<file path="src/rtl/tse_pcs_pkg.sv">
// Shared definitions for the SGMII PCS configuration controller:
// register map, field positions, speed codes and sequencer states.
package tse_pcs_pkg;

  localparam logic [4:0] ADDR_CONTROL      = 5'h00;
  localparam logic [4:0] ADDR_STATUS       = 5'h01;
  localparam logic [4:0] ADDR_PARTNER      = 5'h05;
  localparam logic [4:0] ADDR_LINK_TIMER_0 = 5'h12;
  localparam logic [4:0] ADDR_LINK_TIMER_1 = 5'h13;
  localparam logic [4:0] ADDR_IF_MODE      = 5'h14;

  localparam int CTRL_RESET_BIT     = 15;
  localparam int STATUS_LINK_BIT    = 2;
  localparam int STATUS_AN_DONE_BIT = 5;
  localparam int PARTNER_DUPLEX_BIT = 12;
  localparam int PARTNER_SPEED_LSB  = 10;

  // SGMII_ENA | USE_SGMII_AN
  localparam logic [15:0] IF_MODE_SGMII = 16'h0003;
  // soft reset, AN enable, full duplex, 1000M
  localparam logic [15:0] CTRL_INIT     = 16'h9140;

  typedef enum logic [1:0] {
    SPEED_10   = 2'b00,
    SPEED_100  = 2'b01,
    SPEED_1000 = 2'b10,
    SPEED_RSVD = 2'b11
  } speed_e;

  typedef enum logic [3:0] {
    ST_WAIT_INIT,
    ST_W_IFMODE,
    ST_W_LT0,
    ST_W_LT1,
    ST_W_CTRL,
    ST_R_CTRL,
    ST_POLL_WAIT,
    ST_R_STATUS,
    ST_R_PARTNER,
    ST_FAULT
  } pcs_state_e;

  function automatic logic is_access_state(pcs_state_e s);
    return s inside {ST_W_IFMODE, ST_W_LT0, ST_W_LT1, ST_W_CTRL,
                     ST_R_CTRL, ST_R_STATUS, ST_R_PARTNER};
  endfunction

endpackage

</file>
<file path="src/rtl/tse_pcs_reg_access.sv">
// Single-access engine for the PCS register port: wait-request handshake,
// read-data capture and stall timeout. One command in, one done/timeout out.
module tse_pcs_reg_access
  import tse_pcs_pkg::*;
#(
  parameter int unsigned TIMEOUT_TICKS = 1024
) (
  input  logic        clk,
  input  logic        rst,
  input  logic        start,
  input  logic        rd,
  input  logic [4:0]  addr,
  input  logic [15:0] wdata,
  output logic        done,
  output logic        timeout,
  output logic        active,
  output logic [15:0] rdata,
  output logic [4:0]  o_reg_addr,
  output logic        o_reg_rd,
  output logic        o_reg_wr,
  output logic [15:0] o_reg_data_in,
  input  logic [15:0] i_reg_data_out,
  input  logic        i_reg_busy
);

  localparam int TW = $clog2(TIMEOUT_TICKS + 1);

  logic          active_q, active_d;
  logic          rd_q, rd_d, wr_q, wr_d;
  logic [4:0]    addr_q, addr_d;
  logic [15:0]   wdata_q, wdata_d;
  logic [15:0]   rdata_q, rdata_d;
  logic [TW-1:0] cnt_q, cnt_d;
  logic          done_q, done_d, timeout_q, timeout_d;

  always_comb begin
    active_d  = active_q;
    rd_d      = rd_q;
    wr_d      = wr_q;
    addr_d    = addr_q;
    wdata_d   = wdata_q;
    rdata_d   = rdata_q;
    cnt_d     = cnt_q;
    done_d    = 1'b0;
    timeout_d = 1'b0;
    if (!active_q) begin
      if (start) begin
        active_d = 1'b1;
        rd_d     = rd;
        wr_d     = !rd;
        addr_d   = addr;
        wdata_d  = wdata;
        cnt_d    = '0;
      end
    end else if (!i_reg_busy) begin
      // completion cycle: request drops next cycle, giving the idle gap
      active_d = 1'b0;
      rd_d     = 1'b0;
      wr_d     = 1'b0;
      done_d   = 1'b1;
      if (rd_q) rdata_d = i_reg_data_out;
    end else if (cnt_q == TW'(TIMEOUT_TICKS - 1)) begin
      active_d  = 1'b0;
      rd_d      = 1'b0;
      wr_d      = 1'b0;
      timeout_d = 1'b1;
    end else begin
      cnt_d = cnt_q + 1'b1;
    end
  end

  always_ff @(posedge clk or posedge rst) begin
    if (rst) begin
      active_q  <= 1'b0;
      rd_q      <= 1'b0;
      wr_q      <= 1'b0;
      addr_q    <= '0;
      wdata_q   <= '0;
      rdata_q   <= '0;
      cnt_q     <= '0;
      done_q    <= 1'b0;
      timeout_q <= 1'b0;
    end else begin
      active_q  <= active_d;
      rd_q      <= rd_d;
      wr_q      <= wr_d;
      addr_q    <= addr_d;
      wdata_q   <= wdata_d;
      rdata_q   <= rdata_d;
      cnt_q     <= cnt_d;
      done_q    <= done_d;
      timeout_q <= timeout_d;
    end
  end

  assign done          = done_q;
  assign timeout       = timeout_q;
  assign active        = active_q;
  assign rdata         = rdata_q;
  assign o_reg_addr    = addr_q;
  assign o_reg_rd      = rd_q;
  assign o_reg_wr      = wr_q;
  assign o_reg_data_in = wdata_q;

endmodule

</file>
<file path="src/rtl/tse_pcs_config_controller.sv">
// SGMII PCS configuration/poll sequencer for the triple-speed Ethernet converter.
// Define TSE_PCS_CONFIG_CONTROLLER_LED_EN to drive o_led from registered status.
module tse_pcs_config_controller
  import tse_pcs_pkg::*;
#(
  parameter int unsigned CLOCK_FREQUENCY      = 125000000,
  parameter int unsigned INIT_DELAY_TICKS     = 1000,
  parameter int unsigned POLL_PERIOD_TICKS    = CLOCK_FREQUENCY / 1000,
  parameter int unsigned ACCESS_TIMEOUT_TICKS = 1024,
  parameter int unsigned LINK_TIMER_VALUE     = 200000
) (
  input  logic        i_clock,
  input  logic        i_reset,
  input  logic        i_restart,
  output logic [4:0]  o_reg_addr,
  output logic        o_reg_rd,
  output logic        o_reg_wr,
  output logic [15:0] o_reg_data_in,
  input  logic [15:0] i_reg_data_out,
  input  logic        i_reg_busy,
  output logic        o_config_done,
  output logic        o_link_up,
  output logic        o_an_complete,
  output logic [1:0]  o_speed,
  output logic        o_full_duplex,
  output logic        o_error,
  output logic [3:0]  o_led
);

  localparam logic [20:0] LT = 21'(LINK_TIMER_VALUE);

  pcs_state_e  state_q;
  logic [31:0] cnt_q;
  logic [5:0]  ctrl_reads_q;
  logic        issued_q, restart_pend_q;
  logic        config_done_q, error_q, link_up_q, an_complete_q, full_duplex_q;
  speed_e      speed_q;

  logic        acc_start, cmd_rd, acc_done, acc_timeout, acc_active;
  logic [4:0]  cmd_addr;
  logic [15:0] cmd_wdata, acc_rdata;
  logic [1:0]  partner_speed;

  always_comb begin
    cmd_rd    = 1'b0;
    cmd_addr  = ADDR_CONTROL;
    cmd_wdata = '0;
    case (state_q)
      ST_W_IFMODE:  begin cmd_addr = ADDR_IF_MODE;      cmd_wdata = IF_MODE_SGMII; end
      ST_W_LT0:     begin cmd_addr = ADDR_LINK_TIMER_0; cmd_wdata = LT[15:0]; end
      ST_W_LT1:     begin cmd_addr = ADDR_LINK_TIMER_1; cmd_wdata = {11'b0, LT[20:16]}; end
      ST_W_CTRL:    begin cmd_addr = ADDR_CONTROL;      cmd_wdata = CTRL_INIT; end
      ST_R_CTRL:    begin cmd_rd = 1'b1; cmd_addr = ADDR_CONTROL; end
      ST_R_STATUS:  begin cmd_rd = 1'b1; cmd_addr = ADDR_STATUS; end
      ST_R_PARTNER: begin cmd_rd = 1'b1; cmd_addr = ADDR_PARTNER; end
      default: ;
    endcase
    // a pending restart blocks new commands so it can act between accesses
    acc_start = is_access_state(state_q) && !issued_q && !restart_pend_q;
  end

  assign partner_speed = acc_rdata[PARTNER_SPEED_LSB +: 2];

  always_ff @(posedge i_clock or posedge i_reset) begin
    if (i_reset) begin
      state_q        <= ST_WAIT_INIT;
      cnt_q          <= '0;
      ctrl_reads_q   <= '0;
      issued_q       <= 1'b0;
      restart_pend_q <= 1'b0;
      config_done_q  <= 1'b0;
      error_q        <= 1'b0;
      link_up_q      <= 1'b0;
      an_complete_q  <= 1'b0;
      full_duplex_q  <= 1'b0;
      speed_q        <= SPEED_10;
    end else begin
      if (i_restart) restart_pend_q <= 1'b1;
      if (restart_pend_q && !acc_active) begin
        restart_pend_q <= i_restart;
        state_q        <= ST_W_IFMODE;
        cnt_q          <= '0;
        ctrl_reads_q   <= '0;
        issued_q       <= 1'b0;
        config_done_q  <= 1'b0;
        error_q        <= 1'b0;
        link_up_q      <= 1'b0;
        an_complete_q  <= 1'b0;
      end else begin
        if (acc_start) issued_q <= 1'b1;
        case (state_q)
          ST_WAIT_INIT:
            if (cnt_q == 32'(INIT_DELAY_TICKS - 1)) state_q <= ST_W_IFMODE;
            else cnt_q <= cnt_q + 1'b1;
          ST_POLL_WAIT:
            if (cnt_q == 32'(POLL_PERIOD_TICKS - 1)) state_q <= ST_R_STATUS;
            else cnt_q <= cnt_q + 1'b1;
          ST_FAULT: ;
          default:
            if (acc_timeout) begin
              error_q       <= 1'b1;
              config_done_q <= 1'b0;
              state_q       <= ST_FAULT;
            end else if (acc_done) begin
              issued_q <= 1'b0;
              case (state_q)
                ST_W_IFMODE: state_q <= ST_W_LT0;
                ST_W_LT0:    state_q <= ST_W_LT1;
                ST_W_LT1:    state_q <= ST_W_CTRL;
                ST_W_CTRL: begin
                  ctrl_reads_q <= '0;
                  state_q      <= ST_R_CTRL;
                end
                ST_R_CTRL:
                  if (!acc_rdata[CTRL_RESET_BIT]) begin
                    config_done_q <= 1'b1;
                    cnt_q         <= '0;
                    state_q       <= ST_POLL_WAIT;
                  end else if (ctrl_reads_q == 6'd63) begin
                    error_q <= 1'b1;
                    state_q <= ST_FAULT;
                  end else begin
                    ctrl_reads_q <= ctrl_reads_q + 1'b1;
                  end
                ST_R_STATUS: begin
                  link_up_q     <= acc_rdata[STATUS_LINK_BIT];
                  an_complete_q <= acc_rdata[STATUS_AN_DONE_BIT];
                  state_q       <= ST_R_PARTNER;
                end
                ST_R_PARTNER: begin
                  if (partner_speed != SPEED_RSVD) speed_q <= speed_e'(partner_speed);
                  full_duplex_q <= acc_rdata[PARTNER_DUPLEX_BIT];
                  cnt_q         <= '0;
                  state_q       <= ST_POLL_WAIT;
                end
                default: ;
              endcase
            end
        endcase
      end
    end
  end

  tse_pcs_reg_access #(.TIMEOUT_TICKS(ACCESS_TIMEOUT_TICKS)) u_acc (
    .clk            (i_clock),
    .rst            (i_reset),
    .start          (acc_start),
    .rd             (cmd_rd),
    .addr           (cmd_addr),
    .wdata          (cmd_wdata),
    .done           (acc_done),
    .timeout        (acc_timeout),
    .active         (acc_active),
    .rdata          (acc_rdata),
    .o_reg_addr     (o_reg_addr),
    .o_reg_rd       (o_reg_rd),
    .o_reg_wr       (o_reg_wr),
    .o_reg_data_in  (o_reg_data_in),
    .i_reg_data_out (i_reg_data_out),
    .i_reg_busy     (i_reg_busy)
  );

  assign o_config_done = config_done_q;
  assign o_link_up     = link_up_q;
  assign o_an_complete = an_complete_q;
  assign o_speed       = speed_q;
  assign o_full_duplex = full_duplex_q;
  assign o_error       = error_q;

`ifdef TSE_PCS_CONFIG_CONTROLLER_LED_EN
  logic [3:0] led_q;
  always_ff @(posedge i_clock or posedge i_reset) begin
    if (i_reset) led_q <= '0;
    else         led_q <= {error_q, speed_q == SPEED_1000, an_complete_q, link_up_q};
  end
  assign o_led = led_q;
`else
  assign o_led = 4'b0000;
`endif

endmodule
</file>
<file path="config.mk">
export PLATFORM = sky130hd
export DESIGN_NAME = tse_pcs_config_controller
export DESIGN_NICKNAME = d
export VERILOG_FILES = /design/src/rtl/tse_pcs_pkg.sv /design/src/rtl/tse_pcs_reg_access.sv /design/src/rtl/tse_pcs_config_controller.sv
export SDC_FILE = /design/constraint.sdc
export NUM_CORES = 1
export LEC_CHECK = 0
export CORE_UTILIZATION = 57
export CTS_BUF_LIST = sky130_fd_sc_hd__clkbuf_16
export DETAILED_ROUTE_END_ITERATION = 10
export PLACE_DENSITY_LB_ADDON = 0.3
export SLEW_MARGIN = 20
export SYNTH_ARGS = -nofsm -noshare
export SYNTH_HDL_FRONTEND = slang
export SYNTH_SLANG_ARGS = --single-unit
</file>
<file path="constraint.sdc">
create_clock -name i_clock -period 2.5 [get_ports i_clock]
set_input_delay 0.25 -clock i_clock [delete_from_list [all_inputs] [get_ports i_clock]]
set_output_delay 0.25 -clock i_clock [all_outputs]
set_load 0.02 [all_outputs]
</file>
* Word-level counts from Yosys, hierarchy flattened *
Index checks and enable logic that the tools add are counted.

operators by class
  add/sub/neg operators = 3
  equality and inequality tests = 30
  multiplexer cells = 76
  bitwise operators = 5
  reductions and logical operators = 37

operators by type and width
  kind                                                   number
  two-way mux 32 bit                                     6
  one-hot mux 32 bit (3 select lines)                    1
  one-hot mux 32 bit (2 select lines)                    1
  one-hot mux 16 bit (3 select lines)                    1
  two-way mux 1 bit                                      46
  two-way mux 11 bit                                     4
  two-way mux 6 bit                                      6
  adder 32 x 1 -> 32 bit, second input constant          1
  equality test 32 x 10 -> 1 bit, second input constant  1
  equality test 32 x 17 -> 1 bit, second input constant  1
  two-way mux 4 bit                                      7
  one-hot mux 4 bit (7 select lines)                     1
  one-hot mux 5 bit (5 select lines)                     1
  != test 3 bit, second input constant                   7
  AND reduction 6 bit                                    3
  equality test 4 x 3 -> 1 bit, second input constant    4
  nonzero test 3 bit                                     5
  one-hot mux 4 bit (3 select lines)                     1
  one-hot mux 6 bit (2 select lines)                     1
  adder 11 x 1 -> 11 bit, second input constant          1
  equality test 11 x 10 -> 1 bit, second input constant  1
  nonzero test 11 bit                                    1
  != test 2 bit, second input constant                   5
  AND reduction 5 bit                                    2
  24 further kinds                                       43

storage, ports and cells
  register bits after elaboration = 104
  input bits = 20
  output and inout bits = 34
  logic and storage cells = 171

* Longest topological paths before layout *
  depth after elaboration = 9
  gate-level depth with buffers = 10
  depth with buffers taken out = 7

* Cells and area by module *
Synthesis repeated with hierarchy kept, for this count alone.

second synthesis, totals
  cells, all modules = 591
  area total of the unflattened synthesis = 5652.9 um2

modules (own cells, without submodules)
  module                     times used  cells each  area each (um2)  seq. area each (um2)
  tse_pcs_config_controller  1           383         3405.8           1276.2
  tse_pcs_reg_access         1           208         2247.2           1326.3

* Worst setup path after synthesis *
No wires, ideal clock.

  kind = register to register
  from = register state_q[1]
  to = register state_q[2]
  library setup time = 0.128 ns
  arrival = 1.802 ns
  data required time = 2.372 ns
  slack = 0.571 ns
  cell stages (with the launch flop) = 8
  path buffers = 1
  period minus slack after synthesis = 1.929 ns
  cells stage by stage = dfrtp_1 > buf_6 > and4bb_4 > and2_4 > a21oi_1 > nor4_2 > or2_1 > mux2_1

on the way
  cells in the longest elaborated chain, start to end = 6
  elaborated cells on any way between the ends = 22
  those cells by class = eq/ne: 13; mux: 5; reduce/logical: 4

ends and longest elaborated chain
  item                                         RTL line                          source
  from (decl)                                  tse_pcs_config_controller.sv:32   pcs_state_e state_q;
  from (signal assigned)                       tse_pcs_config_controller.sv:66   state_q <= ST_WAIT_INIT;
  from (signal assigned)                       tse_pcs_config_controller.sv:81   state_q <= ST_W_IFMODE;
  from (signal assigned)                       tse_pcs_config_controller.sv:93   if (cnt_q == 32'(INIT_DELAY_TICKS - 1)) state_q <= ST_W_IFMODE;
  equality test 4 bit (tied with other cells)  tse_pcs_config_controller.sv:106  case (state_q)
  one-hot mux 4 bit (7 select lines)           tse_pcs_config_controller.sv:106
  two-way mux 4 bit                            tse_pcs_config_controller.sv:104  end else if (acc_done) begin
  two-way mux 4 bit                            tse_pcs_config_controller.sv:100  if (acc_timeout) begin
  one-hot mux 4 bit (3 select lines)           tse_pcs_config_controller.sv:91   case (state_q)
  two-way mux 4 bit                            tse_pcs_config_controller.sv:79   if (restart_pend_q && !acc_active) begin

Several ways; a longest one is shown, not always the timed one. The select of a mux whose other input is x is not followed.
A chain may end at the register's enable or synchronous reset.

* Final worst setup path *
  from = register state_q[2]
  to = register cnt_q[25]

on the way
  cells in the longest elaborated chain, start to end = 6
  elaborated cells on any way between the ends = 18
  those cells by class = eq/ne: 9; mux: 5; reduce/logical: 4

ends and longest elaborated chain
  item                                                                 RTL line                          source
  equality test 4 bit or equality test 4 x 3 -> 1 bit (tied branches)  tse_pcs_config_controller.sv:106
  one-hot mux 32 bit (2 select lines)                                  tse_pcs_config_controller.sv:106
  two-way mux 32 bit                                                   tse_pcs_config_controller.sv:104
  two-way mux 32 bit                                                   tse_pcs_config_controller.sv:100
  one-hot mux 32 bit (3 select lines)                                  tse_pcs_config_controller.sv:91
  two-way mux 32 bit                                                   tse_pcs_config_controller.sv:79
  to (signal assigned)                                                 tse_pcs_config_controller.sv:94   else cnt_q <= cnt_q + 1'b1;
  to (signal assigned)                                                 tse_pcs_config_controller.sv:97   else cnt_q <= cnt_q + 1'b1;
  to (decl)                                                            tse_pcs_config_controller.sv:33   logic [31:0] cnt_q;

Several ways; a longest one is shown, not always the timed one. The select of a mux whose other input is x is not followed.

==> impl_metrics.toml <==
[global_route]
overflow = 0
track_usage_pct = 26.02
antenna_found_initial = 0
grt_pass1_vias = 3829
grt_max_degree = 39
grt_pass1_wl_mm = 17.67

[route]
dr.pass1.iters = 5
drc = 0
antenna_left = 0
wl_per_cell_um = 16.08
routed-via-count = 3935
wl_mm = 10.39
viasPerCell = 6.091
initialDrtViolationCount = 213

[die]
num_rows = 32
pin_count = 54
die_w_um = 92.61
initial_core_util_pct = 59.63
core_area_sq_um = 7848
dieArea_sq_um = 8576
fp.dieH_um = 92.61

[layout]
fin_nets = 562
fill_cells = 609
antennaDiodeCount = 0
final_util_pct = 67.09
drive_gt1_share_pct = 11.40
syn_to_final_growth_pct = 12.51
multi_input_area_sq_um = 2367
ff_latch_area_sq_um = 2028

[yosys]
syn_area_per_cell_sq_um = 9.122
yosys-top-cells-count = "dfrtp_1, nor2_1, nand2_1"
ys_seq_elements = 81
synth_compound_area_share_pct = 19.06
synth_top_flop_cell = "dfrtp_1"
synth_cell_types = 70
synth-adder-area-share_pct = 0.8021
synthArstFlopShare_pct = 100.0
ys_seq_area_share_pct = 43.32
yosys.area_share.xor_xnor_pct = 2.086
synth_cells = 513
synth_top_family_by_area = "simple AND/OR/NAND/NOR gates"
yosysTopAreaCellShare_pct = 43.32
synth-simple-area-share_pct = 25.24
synth_edf_count = 0
synth.most_common_cell = "dfrtp_1"
synthMuxAreaShare_pct = 2.353
yosysTopAreaCell = "dfrtp_1"
yosys-top-cells-area = "dfrtp_1, nor2_1, o21ai_0, nand2_1, buf_4"
synth_area_sq_um = 4679
yosysWarnings = 0

[setup_path]
cp-end-kind = "flip-flop"
cp-start-kind = "flip-flop"
cp_max_fo = 28
critPathMostFrequentCell = "o21ai_0"
crit_path_end = "cnt_q[25]"
crit_path_cell_trace = "buf_4 -> nand2b_1 -> a21oi_1 -> a211oi_4 -> a31o_1 -> buf_12 -> o21ai_0 -> o21ai_0"
worstSetupPathType = "reg2reg"
crit_arrival_ns = 2.51
reg2reg_to = "cnt_q[25]"
rr_worst_depth = 8
crit_slowest_cell = "dfrtp_1"
cp_slowest_stage_delay_ns = 0.53
crit_start = "state_q[2]"
rr_startpoint = "state_q[2]"
rrSetupSlack_ns = 0.20
cp.required_ns = 2.71

[placed_design]
portBuffers = 30
gp_congestion = 0.8554
hpwl_mm = 7.044

[timing]
fmax_mhz = 434.6
finalCritPeriodShare_pct = 92.04
grt_setup_unrepaired = "no"
fin_crit_ns = 2.301
setup_viol = 0
finalSetupTns_ns = 0
maxSlewViolCount = 0
worst_pin_slew_ns = 0.5607
hold_violations = 0
clock_skew_ns = 0.004837
slew-limit-headroom_pct = 62.49

[worst_hold_path]
worstHoldPathType = "in2async"

[clock_network]
cts_htree_levels = 3
numCtsBuffers = 9
clk_latency_ns = 0.34
tritoncts = "done"
clk_pin_slew_ns = 0.06
cts_sinks = 81
cts_root_buf = "clkbuf_16"
cts_hold_buf = 0
clk_path_buf_depth = 2

[pwr]
cellPowerDensity_nw_per_um2 = 985.1
peakVddDrop_uv = 721.2
p_leak_nw = 2.207

[run]
max_cap_viol_count = 0

[status]
outcome = "complete, no violations"
## power by group
part | switching [W] | internal [W]
Combinational | 0.00128 | 0.000887
Sequential | 0.000286 | 0.00153
Clock | 0.000535 | 0.000670
## worst min path at each step
stage | cells past startpoint | to
2_1_floorplan | 1 | u_acc.done
3_3_place_gp | 1 | cnt_q[31]
3_5_place_dp | 2 | u_acc.o_reg_addr[2]
4_1_cts | 2 | cnt_q[27]
5_1_grt | 2 | cnt_q[29]
6_report | 2 | cnt_q[27]
## per-stage QoR
step / setup slack (ns) / hold slack [ns] / std cells / power [W] / area [sq um]
global route: 0.05533 / 0.2711 / 646 / 0.005490 / 5265
global placement: 0.2777 / 0.4673 / 630 / 0.003904 / 4991
detailed placement: 0.2043 / 0.4787 / 630 / 0.003972 / 4991
CTS: 0.1819 / 0.2487 / 646 / 0.005195 / 5264
finish: 0.1991 / 0.2381 / 646 / 0.005187 / 5265
floorplan: 0.1699 / 0.3270 / 525 / 0.003433 / 4725
## cell families (layout without fill, tap and decap cells)
family | count (synthesis) | count (layout)
AO/OA/AOI/OAI | 132 | 132
XOR/XNOR | 9 | 9
adder cells (fa/ha/maj) | 3 | 3
buffers and inverters | 51 | 70
flip-flops | 81 | 81
multiplexers | 10 | 10
other | 1 | 13
AND/OR/NAND/NOR | 226 | 226
## what timing repair did
item / CTS / global route
gates resized for setup: 0 / 1
setup endpoints to repair: 0 / 1
buffers inserted: 0 / 0
## metal layers
metal	share of wire [%]	vias up	global-route usage, %
li1	-	1887	-
met1	43	1899	33.17
met2	50	133	43.70
met3	5.7	16	5.419
met4	1.4	0	9.375
met5	0	-	0
## worst max-delay path, delay by kind of cell (launching register included)
family	cells	cell delay (ns)
AND/OR/NAND/NOR	1	0.15
AO/OA/AOI/OAI	5	1.04
buffers and inverters	2	0.43
flip-flops	1	0.53
## sequential cells by signal (all words and copies together) (netlist names), 2 cells and up
name / count
o_speed: 2
u_acc.o_reg_data_in: 4
ctrl_reads_q: 6
state_q: 4
u_acc.cnt_q: 11
u_acc.rdata: 6
u_acc.o_reg_addr: 4
cnt_q: 32
## area by class of cell
| type | count | share of cell area, % |
|---|---|---|
| sequential | 81 | 38.52 |
| timing repair buffer | 44 | 8.175 |
| inverter | 10 | 0.7367 |
| multi-input combinational | 393 | 44.96 |
| clock inverter | 7 | 0.9030 |
| clock buffer | 9 | 4.278 |
| tap | 102 | 2.424 |
## cell usage in the layout (no fill, tap or decap), types with 9 or more instances in the layout
master and count:
dfrtp_1 80, clkdlybuf4s50_1 30, nand4_1 20, a21oi_1 27
nor2_1 67, nor3_1 9, inv_1 9, o21ai_1 15
nand2_1 45, a31oi_1 10, clkbuf_16 9, conb_1 13
buf_4 12, nand3_1 20, o21ai_0 39
No activity file was read; power rests on OpenSTA's default activity.
